`config.mk`:
```
export PLATFORM = sky130hd
export DESIGN_NAME = ahci_regs_arbiter
export DESIGN_NICKNAME = d
export VERILOG_FILES = /design/src/rtl/ahci_regs_arbiter.sv
export SDC_FILE = /design/constraint.sdc
export NUM_CORES = 1
export LEC_CHECK = 0
export CAP_MARGIN = 0
export CORE_MARGIN = 8
export CORE_UTILIZATION = 31
export CTS_BUF_LIST = sky130_fd_sc_hd__clkbuf_8
export CTS_CLUSTER_SIZE = 14
export DETAILED_ROUTE_END_ITERATION = 8
export PLACE_DENSITY_LB_ADDON = 0.2
export SYNTH_ARGS = -nofsm -noshare
export SYNTH_HDL_FRONTEND = slang
export SYNTH_SLANG_ARGS = --single-unit
```
`constraint.sdc`:
```
create_clock -name mclk -period 3 [get_ports mclk]
set_input_delay 0.9 -clock mclk [delete_from_list [all_inputs] [get_ports mclk]]
set_output_delay 0.9 -clock mclk [all_outputs]
set_load 0.05 [all_outputs]
```
`src/rtl/ahci_regs_arbiter.sv`:
```
// Round-robin arbiter that shares the single AHCI register-memory port between
// NUM_REQ requesters (0 = ahci_fsm, 1 = ahci_fis_receive, 2 = ahci_fis_transmit).
// One access is granted per clock. A requester can hold a lock across a
// read-modify-write sequence. Read data is returned with a one-hot rvalid tag
// READ_REG_LATENCY cycles after the memory sees regs_re[0].
//
// Handshake: a requester raises req with its req_we/req_addr/req_wdata/req_lock
// stable and keeps them stable until it sees ack in the same cycle. The transfer
// happens on the clock edge that closes a cycle with ack high. The requester must
// present new inputs (or drop req) right after that edge. Dropping req before
// ack is legal; the request is then simply not served.
module ahci_regs_arbiter #(
    parameter int NUM_REQ          = 3,
    parameter int ADDRESS_BITS     = 10,
    parameter int READ_REG_LATENCY = 2
) (
    input  logic                           mclk,
    input  logic                           hba_rst_n,
    input  logic [NUM_REQ-1:0]             req,
    input  logic [NUM_REQ-1:0]             req_lock,
    input  logic [NUM_REQ-1:0]             req_we,
    input  logic [NUM_REQ*ADDRESS_BITS-1:0] req_addr,
    input  logic [NUM_REQ*32-1:0]          req_wdata,
    output logic [NUM_REQ-1:0]             ack,
    output logic [NUM_REQ-1:0]             rvalid,
    output logic [31:0]                    rdata,
    output logic [ADDRESS_BITS-1:0]        regs_addr,
    output logic                           regs_we,
    output logic [1:0]                     regs_re,
    output logic [31:0]                    regs_din,
    input  logic [31:0]                    regs_dout
);

    localparam int IW = $clog2(NUM_REQ);
    localparam logic [IW-1:0] LAST_IDX = IW'(NUM_REQ - 1);

    // Arbitration state: last winner, plus the optional lock owner.
    logic [IW-1:0]      rr_last;
    logic               lock_valid;
    logic [IW-1:0]      lock_owner;

    // Combinational grant for the current cycle.
    logic [NUM_REQ-1:0] owner_mask;
    logic [NUM_REQ-1:0] eligible;
    logic               grant_valid;
    logic [IW-1:0]      grant_idx;
    logic [NUM_REQ-1:0] grant_vec;
    logic               grant_is_read;
    logic [IW-1:0]      cand_idx;
    int                 cand;

    // Read-tag pipeline: one-hot owner of each in-flight read.
    logic [NUM_REQ-1:0] tag_pipe [READ_REG_LATENCY+1];

    // Pick the winner: only the lock owner while locked, otherwise round-robin from rr_last+1.
    always_comb begin
        owner_mask             = '0;
        owner_mask[lock_owner] = 1'b1;
        eligible               = lock_valid ? (req & owner_mask) : req;
        grant_valid            = 1'b0;
        grant_idx              = '0;
        cand                   = 0;
        cand_idx               = '0;
        for (int k = 1; k <= NUM_REQ; k++) begin
            cand = int'(rr_last) + k;
            if (cand >= NUM_REQ) begin
                cand = cand - NUM_REQ;
            end
            cand_idx = IW'(cand);
            if (!grant_valid && eligible[cand_idx]) begin
                grant_valid = 1'b1;
                grant_idx   = cand_idx;
            end
        end
        // Nothing is accepted while reset is being applied.
        if (!hba_rst_n) begin
            grant_valid = 1'b0;
        end
    end

    // Decode the winner into the one-hot ack and note whether it is a read.
    always_comb begin
        grant_vec            = '0;
        grant_vec[grant_idx] = grant_valid;
        grant_is_read        = grant_valid && !req_we[grant_idx];
    end

    assign ack = grant_vec;

    // Round-robin pointer: remember the last winner; idle cycles leave it untouched.
    always_ff @(posedge mclk) begin
        if (!hba_rst_n) begin
            rr_last <= LAST_IDX;
        end else if (grant_valid) begin
            rr_last <= grant_idx;
        end
    end

    // Lock ownership: taken by a locked ack, dropped by an unlocked ack to the owner
    // or when the owner has neither req nor req_lock raised.
    always_ff @(posedge mclk) begin
        if (!hba_rst_n) begin
            lock_valid <= 1'b0;
            lock_owner <= '0;
        end else if (grant_valid) begin
            if (req_lock[grant_idx]) begin
                lock_valid <= 1'b1;
                lock_owner <= grant_idx;
            end else if (lock_valid && (grant_idx == lock_owner)) begin
                lock_valid <= 1'b0;
            end
        end else if (lock_valid && !req[lock_owner] && !req_lock[lock_owner]) begin
            lock_valid <= 1'b0;
        end
    end

    // Issue stage: register the winner's access toward the memory one cycle after ack.
    always_ff @(posedge mclk) begin
        if (!hba_rst_n) begin
            regs_addr <= '0;
            regs_din  <= '0;
            regs_we   <= 1'b0;
            regs_re   <= 2'b00;
        end else begin
            regs_re[1] <= regs_re[0];
            if (grant_valid) begin
                regs_addr  <= req_addr[int'(grant_idx)*ADDRESS_BITS +: ADDRESS_BITS];
                regs_din   <= req_wdata[int'(grant_idx)*32 +: 32];
                regs_we    <= req_we[grant_idx];
                regs_re[0] <= !req_we[grant_idx];
            end else begin
                regs_we    <= 1'b0;
                regs_re[0] <= 1'b0;
            end
        end
    end

    // Tag pipeline: carry each read's owner alongside the memory latency; reset flushes it.
    always_ff @(posedge mclk) begin
        if (!hba_rst_n) begin
            for (int i = 0; i <= READ_REG_LATENCY; i++) begin
                tag_pipe[i] <= '0;
            end
        end else begin
            tag_pipe[0] <= grant_is_read ? grant_vec : '0;
            for (int i = 1; i <= READ_REG_LATENCY; i++) begin
                tag_pipe[i] <= tag_pipe[i-1];
            end
        end
    end

    // Read data is the memory output as-is; the tag says whose it is.
    assign rvalid = tag_pipe[READ_REG_LATENCY];
    assign rdata  = regs_dout;

endmodule

```
* Word level (Yosys, flattened, before mapping) *
Memories as Yosys holds them, arrays and structs flattened.
Cells that the tools add are included.

word-level totals
  register bits after elaboration = 50
  bits in writable memories = 9
  input port bits = 169
  output and inout port bits = 83
  logic and storage cells = 91
  memories kept = 1

cells by class
  add/sub/neg operators = 6
  $mul = 1
  order comparisons = 10
  equality and inequality tests = 2
  shifts and indexed selects = 2
  multiplexer cells = 39
  bitwise logic cells = 5
  reduce and logical (&&, ||, !) cells = 17

memory list
  name      words  bits a word  read ports  clocked after memory_dff  write ports  line  text
  tag_pipe  3      3            3           0                         3            53    logic [NUM_REQ-1:0] tag_pipe [READ_REG_LATENCY+1];

operator list
  cell                 number
  $shiftx 96x8->32     1
  $shiftx 30x7->10     1
  $mux 1               19
  $lt 2x3->1 const B   5
  $mux 3               5
  $bmux 1 s2           7
  $mux 2               6
  $ge 3x2->1 const B   3
  $logic_and 1x1->1    8
  $add 2x2->3 const B  2
  $and 3x3->3          2
  $reduce_and 2->1     3
  $sub 2x2->2 const B  3
  $logic_not 1->1      5
  $mul 2x3->5 const B  1
  $demux 1 s2          2
  $ge 2x1->1 const B   2
  $add 2x1->3 const B  1
  $ne 3x1->1 const B   1
  $or 1x1->1           3
  $eq 2x2->1           1
  $reduce_bool 2->1    1

* Longest topological paths before layout *
Gate-level depths: netlist (run 1).

  word-level depth = 22
  depth in mapped cells = 12
  gate-level depth less buffers = 9

* Worst setup path after synthesis (run 1) *
OpenSTA, ideal clock, no wires.

  path type = input to output
  start = input req[1]
  end = output ack[2]
  arrival time = 2.490 ns
  data required time = 2.100 ns
  path slack = -0.390 ns
  cell stages on the path = 5
  cell sequence = a21boi_2 -> a221oi_2 -> a21oi_2 -> clkbuf_1 -> nor2_1

on the way
  word-level cells in the longest chain between the ends = 16

ends and longest elaborated chain
  what                                                                   line  text
  start, declared                                                        19    input logic [NUM_REQ-1:0] req,
  $and 3x3->3                                                            59    eligible = lock_valid ? (req & owner_mask) : req;
  $mux 3 (*)                                                             59
  $bmux 1 s2                                                             70    if (!grant_valid && eligible[cand_idx]) begin
  $mux 1 (implied by the code)                                           70
  $mux 1                                                                 70
  $logic_not 1->1                                                        70
  $logic_and 1x1->1                                                      70
  $mux 1                                                                 70
  $logic_not 1->1                                                        70
  $logic_and 1x1->1                                                      70
  $mux 2                                                                 70
  $lt 2x3->1 (implied by the code) / $ge 2x1->1 (equally long branches)  84    grant_vec[grant_idx] = grant_valid;
  $logic_and 1x1->1 (implied by the code)                                84
  $mux 1 (implied by the code)                                           84
  $demux 1 s2                                                            84
  $and 3x3->3 (no line) (*)                                              -
  end, declared                                                          24    output logic [NUM_REQ-1:0] ack,

Every way passes the cells marked *; elsewhere a longest branch is shown, timed or not. The select of a mux whose other input is x is not followed.

* Worst setup path after layout (run 1) *
  start = register rr_last[0]
  end = output ack[0]

on the way
  word-level cells in the longest chain between the ends = 17

ends and longest elaborated chain
  what                                                                   line    text
  start, declared                                                        38      logic [IW-1:0] rr_last;
  start signal, assigned                                                 95      rr_last <= grant_idx;
  $add 2x1->3                                                            65      cand = int'(rr_last) + k;
  $ge 3x2->1 / $sub 2x2->2 (equally long branches)                       66, 67
  $mux 2                                                                 66      if (cand >= NUM_REQ) begin
  $bmux 1 s2                                                             70
  $mux 1 (implied by the code)                                           70
  $mux 1                                                                 70
  $logic_not 1->1                                                        70
  $logic_and 1x1->1                                                      70
  $mux 1                                                                 70
  $logic_not 1->1                                                        70
  $logic_and 1x1->1                                                      70
  $mux 2                                                                 70
  $lt 2x3->1 (implied by the code) / $ge 2x1->1 (equally long branches)  84
  $logic_and 1x1->1 (implied by the code)                                84
  $mux 1 (implied by the code)                                           84
  $demux 1 s2                                                            84
  $and 3x3->3 (no line) (*)                                              -

Marked as above.

==> insert_results.sql, run 1 <==
INSERT INTO impl_metrics (metric_group, metric, value, unit) VALUES
('run_status', 'outcome', 'finished, violations left', ''),
('run_status', 'violations', 'negative setup slack', ''),
('critical_path', 'setup.worst_path.class', 'reg2out', ''),
('power_and_ir_drop', 'power_frac_seq', '19.0', '%'),
('global_routing', 'first_pass_grt_wire_length', '20.6', 'mm'),
('power_and_ir_drop', 'power.share.switching', '46.5', '%'),
('critical_path', 'path_cells', 'inv_4, ha_4, nand3_2, a21oi_2, a41o_1, a21oi_4, or3_4, nor2_4, buf_12', ''),
('power_and_ir_drop', 'max_rail_drop_vdd', '565', 'µV'),
('floorplanning', 'floorplan.die.width', '118', 'µm'),
('power_and_ir_drop', 'power_leakage', '2.11', 'nW'),
('clock_tree', 'cts_root_buf', 'sky130_fd_sc_hd__clkbuf_8', ''),
('placement', 'placer_congestion_estimate', '0.963', ''),
('synthesis', 'ys_seq_elements', '59', ''),
('final_layout', 'post_route_cells_drive_above_1_share', '21.7', '%'),
('synthesis', 'post_synthesis_net_count', '502', ''),
('global_routing', 'first_global_vias', '3841', ''),
('floorplanning', 'io_pins', '252', ''),
('placement', 'place.detailed.hpwl', '9.53', 'mm'),
('critical_path', 'path_buf_inv', '2', ''),
('worst_hold_path', 'worst_hold_path_class', 'reg2reg', ''),
('run', 'timing.max_cap.violations', '0', ''),
('sta', 'fin_skew', '9.89', 'ps'),
('sta', 'final.setup.worst_slack', '-159', 'ps'),
('clock_tree', 'cts_hold_repair.buffers', '0', ''),
('clock_tree', 'clk-insertion-delay-late', '330', 'ps'),
('routing', 'route.final.wire_length', '13.0', 'mm'),
('global_routing', 'antenna_found_initial', '0', ''),
('synthesis', 'synth-async-reset-ratio', '0', '%'),
('routing', 'met2_wirelength', '6.38', 'mm'),
('routing', 'route.met3.wl', '1.33', 'mm'),
('placement', 'detailedPlace.worstSlack', '-559', 'ps'),
('final_layout', 'design_area', '5600', 'µm²'),
('floorplanning', 'chipHeight', '118', 'µm'),
('placement', 'buffer_ports.inserted', '187', ''),
('routing', 'drt-wirelength-per-cell', '19.9', 'µm'),
('sta', 'relative_slew_margins', '62.1', '%'),
('synthesis', 'seq_area_frac_synth', '37.0', '%'),
('synthesis', 'syn_avg_cell_area', '9.68', 'µm²'),
('power_and_ir_drop', 'cell_internal_pwr', '3.58', 'mW'),
('sta', 'slew_violations', '0', ''),
('final_layout', 'fill_cells', '914', ''),
('global_routing', 'overflow', '0', ''),
('routing', 'detail_route.first_pass.iterations', '9', ''),
('final_layout', 'final_core_util', '55.0', '%'),
('critical_path', 'worst_setup_path_start_kind', 'register', ''),
('power_and_ir_drop', 'switching_power_total', '3.11', 'mW'),
('clock_tree', 'cts_buffers', '9', ''),
('sta', 'setup_viol', '2', ''),
('routing', 'drtAntennaViolNets', '0', ''),
('power_and_ir_drop', 'power', '6.69', 'mW'),
('final_layout', 'layout.cells.most_common', 'sky130_fd_sc_hd__clkdlybuf4s50_1', ''),
('sta', 'timing.fmax', '317', 'MHz'),
('critical_path', 'endpoint_kind', 'output port', ''),
('global_routing', 'maximum_number_of_pins_on_one_net_before_global_route_repair', '33', ''),
('power_and_ir_drop', 'pwr-share-comb', '70.3', '%'),
('floorplanning', 'initial_utilization', '31.4', '%'),
('synthesis', 'synth_cell_types', '53', ''),
('synthesis', 'yosys_warn_count', '0', ''),
('critical_path', 'worst_path_required', '2100', 'ps'),
('synthesis', 'post_synth_instance_area', '3190', 'µm²'),
('clock_tree', 'cts.reportedPaths.clkPinSlew', '70', 'ps'),
('clock_tree', 'clk_path_buf_depth', '2', ''),
('sta', 'layout_worst_path_cycle_share', '105', '%'),
('placement', 'dpl-instance-area', '5190', 'µm²'),
('routing', 'dr_drc_count', '0', ''),
('floorplanning', 'core_box_area', '10200', 'µm²'),
('routing', 'vias', '3454', ''),
('routing', 'routed_via_density', '5.29', ''),
('routing', 'drt-initial-drc-count', '295', ''),
('sta', 'fin_hold_ws', '435', 'ps'),
('routing', 'met1_length', '4.87', 'mm');
==> through the flow <==
| stage | setup TNS, ps | instances |
|---|---|---|
| 2_1_floorplan | -56.2 | 330 |
| 3_5_place_dp | -6270 | 627 |
| 5_1_grt | -408 | 653 |
| 4_1_cts | -232 | 652 |
| 3_3_place_gp | -4420 | 627 |
| 6_report | -248 | 653 |
==> final timing paths <==
| kind | startpoint | to | slack [ps] | depth (start not counted) |
|---|---|---|---|---|
| max | rr_last[0] | ack[0] | -160 | 9 |
| min | tag_pipe[0][5] | tag_pipe[0][8] | 430 | 1 |
| max reg2reg | rr_last[0] | regs_din[26] | 430 | 11 |
| min reg2reg | tag_pipe[0][5] | tag_pipe[0][8] | 430 | 1 |
==> cell usage after synthesis, drive strengths merged, types with 2 or more instances <==
master | count | area share, %
a211o | 2 | 0.55
o2bb2ai | 40 | 13
mux2i | 5 | 1.6
nor2b | 2 | 0.39
nand2b | 2 | 0.39
o21a | 2 | 0.51
a221o | 2 | 0.67
a21o | 2 | 0.47
nor3 | 4 | 0.94
ha | 3 | 1.2
inv | 7 | 0.82
a22oi | 4 | 1.1
a222oi | 27 | 8.5
nand3 | 15 | 2.4
o21ai | 3 | 0.47
and2 | 8 | 1.6
buf | 54 | 12
dfxtp | 59 | 37
nand2 | 20 | 2.4
o22ai | 2 | 0.39
a41o | 2 | 0.63
nor2 | 4 | 0.71
clkbuf | 8 | 0.94
a21oi | 35 | 5.7
and3 | 3 | 0.59
==> sequential cells by signal, indices dropped and copies added, names as in the netlist <==
signal	cells
lock_owner	2
lock_valid	1
regs_addr	10
regs_din	32
regs_re	2
regs_we	1
rr_last	2
tag_pipe	9
==> layout make-up <==
cell class	count	area, µm²	area share, %
repair buffers	233	2310	41.3
inverters	7	33.8	0.603
clock buffers	10	138	2.46
flip-flops and latches	59	1190	21.2
clock inverters	6	57.6	1.03
well taps	136	170	3.04
multi-input cells	202	1700	30.4
==> timing repair <==
| item | CTS | global route |
|---|---|---|
| setup endpoints to repair | 3 | 3 |
| pin swaps | 14 | 1 |
| gates cloned | 0 | 0 |
| resized for setup | 43 | 8 |
| buffers inserted | 9 | 1 |
==> power groups by stage <==
stage	Clock, mW	Sequential, mW	Combinational (mW)
global route	0.783	1.31	5.02
finish	0.719	1.27	4.70
global placement	0	1.25	4.39
CTS	0.749	1.26	4.67
detailed placement	0	1.26	4.44
floorplan	0	2.00	2.21
==> per-layer routing <==
layer	up-vias	global-route usage (%)
met1	1635	19.1
li1	1605	-
met2	174	31.2
met4	0	8.25
met3	40	8.15
met5	-	0
==> logic make-up (layout without fill, tap and decap cells) <==
group           after synthesis  after routing  synth area share, %
mux                           5              5                 1.57
buf+inv                      69            256                 13.9
simple gates                 62             62                 10.8
fa+ha+maj                     3              3                 1.18
flops                        59             59                 37.0
compound gates              130            130                 35.1
xor+xnor                      2              2                0.548
(Power assumes the default switching activity.)
==> run 2, diff against run 1 <==
Settings changed: MAX_ROUTING_LAYER set to met4.
==> insert_results.sql, run 2 (same netlist as run 1, synthesis figures left out) <==
INSERT INTO impl_metrics (metric_group, metric, value, unit) VALUES
('run_status', 'outcome', 'finished, violations left', ''),
('run_status', 'violations', 'negative setup slack', ''),
('placement', 'place.detailed.hpwl', '9.53', 'mm'),
('global_routing', 'first_pass_grt_wire_length', '20.5', 'mm'),
('clock_tree', 'cts_root_buf', 'sky130_fd_sc_hd__clkbuf_8', ''),
('placement', 'placer_congestion_estimate', '0.981', ''),
('final_layout', 'top_regs', 'regs_din x32, regs_addr x10, tag_pipe x9', ''),
('sta', 'hold_violations', '0', ''),
('critical_path', 'critical_path_peak_fanout', '4', ''),
('clock_tree', 'cts.reportedPaths.clkPinSlew', '70', 'ps'),
('final_layout', 'antenna-diode-count', '0', ''),
('critical_path', 'critical_path.slowest_cell', 'sky130_fd_sc_hd__or3_4', ''),
('sta', 'fin_skew', '9.65', 'ps'),
('power_and_ir_drop', 'power_leakage', '2.11', 'nW'),
('floorplanning', 'floorplan.die.width', '118', 'µm'),
('final_layout', 'finalNetCount', '684', ''),
('global_routing', 'grtUsageTotal', '18.8', '%'),
('routing', 'dr_drc_count', '0', ''),
('critical_path', 'setup.worst_path.class', 'reg2out', ''),
('final_layout', 'design_area', '5600', 'µm²'),
('clock_tree', 'numClockSinks', '59', ''),
('sta', 'setup_repair_after_global_routing_missed_its_margin', 'yes', ''),
('placement', 'buffer_ports.inserted', '187', ''),
('final_layout', 'largest_register_ff_count', '32', ''),
('clock_tree', 'cts_buffers', '9', ''),
('placement', 'dpl-instance-area', '5190', 'µm²'),
('sta', 'finalCriticalPeriod', '3160', 'ps'),
('clock_tree', 'cts_htree_levels', '3', ''),
('critical_path', 'path_cells', 'inv_4, ha_4, nand3_2, a21oi_2, a41o_1, a21oi_4, or3_4, nor2_4, buf_12', ''),
('placement', 'post-place-cells', '627', ''),
('global_routing', 'antenna_found_initial', '0', ''),
('routing', 'drtAntennaViolNets', '0', ''),
('final_layout', 'syn2layout_area_growth', '75.4', '%'),
('run', 'timing.max_cap.violations', '0', ''),
('critical_path', 'critPathArrivalTime', '2260', 'ps'),
('critical_path', 'endpoint_kind', 'output port', ''),
('worst_hold_path', 'worst_hold_path_class', 'reg2reg', ''),
('routing', 'vias', '3489', ''),
('final_layout', 'fill_cells', '914', ''),
('sta', 'timing.fmax', '317', 'MHz'),
('routing', 'detail_route.first_pass.iterations', '7', ''),
('clock_tree', 'clk-insertion-delay-late', '330', 'ps'),
('power_and_ir_drop', 'max_rail_drop_vdd', '569', 'µV'),
('floorplanning', 'core_box_area', '10200', 'µm²'),
('final_layout', 'layout.cells.most_common', 'sky130_fd_sc_hd__clkdlybuf4s50_1', ''),
('clock_tree', 'cts_hold_repair.buffers', '0', ''),
('clock_tree', 'clk_path_buf_depth', '2', ''),
('power_and_ir_drop', 'power', '6.70', 'mW'),
('sta', 'slew_violations', '0', ''),
('floorplanning', 'io_pins', '252', ''),
('clock_tree', 'cts_tree', 'done', ''),
('final_layout', 'layoutNonFillerInstCount', '653', ''),
('floorplanning', 'initial_utilization', '31.4', '%'),
('routing', 'routed_via_density', '5.34', ''),
('global_routing', 'first_global_vias', '3858', ''),
('critical_path', 'worst_setup_path_start_kind', 'register', ''),
('sta', 'relative_slew_margins', '62.3', '%'),
('floorplanning', 'chipHeight', '118', 'µm'),
('sta', 'setup_viol', '2', ''),
('critical_path', 'crit_path_max_incr_delay', '420', 'ps'),
('floorplanning', 'die_area', '13800', 'µm²'),
('power_and_ir_drop', 'power.density_cell_area', '1200', 'nW/µm²'),
('critical_path', 'worst_path_required', '2100', 'ps'),
('sta', 'tightestPinTransition', '564', 'ps'),
('sta', 'fin_hold_ws', '435', 'ps'),
('placement', 'detailedPlace.worstSlack', '-559', 'ps'),
('sta', 'layout_worst_path_cycle_share', '105', '%'),
('final_layout', 'layout.cells.most_common_list', 'sky130_fd_sc_hd__clkdlybuf4s50_1 (180), sky130_fd_sc_hd__dfxtp_1 (55), sky130_fd_sc_hd__buf_4 (37)', ''),
('final_layout', 'post_route_cells_drive_above_1_share', '21.7', '%'),
('sta', 'final.setup.worst_slack', '-157', 'ps'),
('final_layout', 'registers.top_by_ff_count', 'regs_din', ''),
('global_routing', 'overflow', '0', ''),
('final_layout', 'total_area_of_multi_input_combinational_cells', '1700', 'µm²'),
('routing', 'drt-initial-drc-count', '255', ''),
('sta', 'setup_tns', '-246', 'ps'),
('final_layout', 'seqCellArea', '1190', 'µm²'),
('final_layout', 'final_core_util', '55.0', '%'),
('global_routing', 'maximum_number_of_pins_on_one_net_before_global_route_repair', '33', ''),
('floorplanning', 'placementRows', '37', ''),
('routing', 'route.final.wire_length', '13.1', 'mm'),
('routing', 'drt-wirelength-per-cell', '20.0', 'µm');
[run 2: area by class of cell]
| class | instances | share of cell area [%] |
|---|---|---|
| flip-flops and latches | 59 | 21.2 |
| clock inverters | 6 | 1.03 |
| well taps | 136 | 3.04 |
| clock buffers | 10 | 2.46 |
| repair buffers | 233 | 41.3 |
| multi-input cells | 202 | 30.4 |
| inverters | 7 | 0.603 |
[run 2: where the power goes]
group	leakage (nW)	internal [mW]	switching [mW]	total [mW]
clock	0.101	0.399	0.319	0.718
combinational	1.52	2.10	2.61	4.71
sequential	0.489	1.09	0.182	1.27
[run 2: repair_timing]
item / CTS / global route
gates resized for setup: 43 / 8
buffers inserted: 9 / 1
pin swaps: 14 / 1
endpoints found under the setup margin: 3 / 3
[run 2: worst max-delay path: cells and delay by family (launching register included)]
kind / cells / cell delay (ps)
flip-flops: 1 / 360
AO/OA/AOI/OAI: 3 / 400
adder cells (fa/ha/maj): 1 / 290
buffers and inverters: 2 / 210
AND/OR/NAND/NOR: 3 / 650
[run 2: per-layer routing]
layer	global-route usage, %	share of wire, %
met5	-	0
met4	8.33	3.4
met1	20.4	40
met3	5.80	7.9
met2	31.2	48
[run 2: worst paths after layout]
check	start	end	depth (start not counted)	slack (ps)
setup reg to reg	rr_last[0]	regs_din[26]	11	450
setup / recovery	rr_last[0]	ack[0]	9	-160
hold / removal	tag_pipe[0][5]	tag_pipe[0][8]	1	430
hold reg to reg	tag_pipe[0][5]	tag_pipe[0][8]	1	430
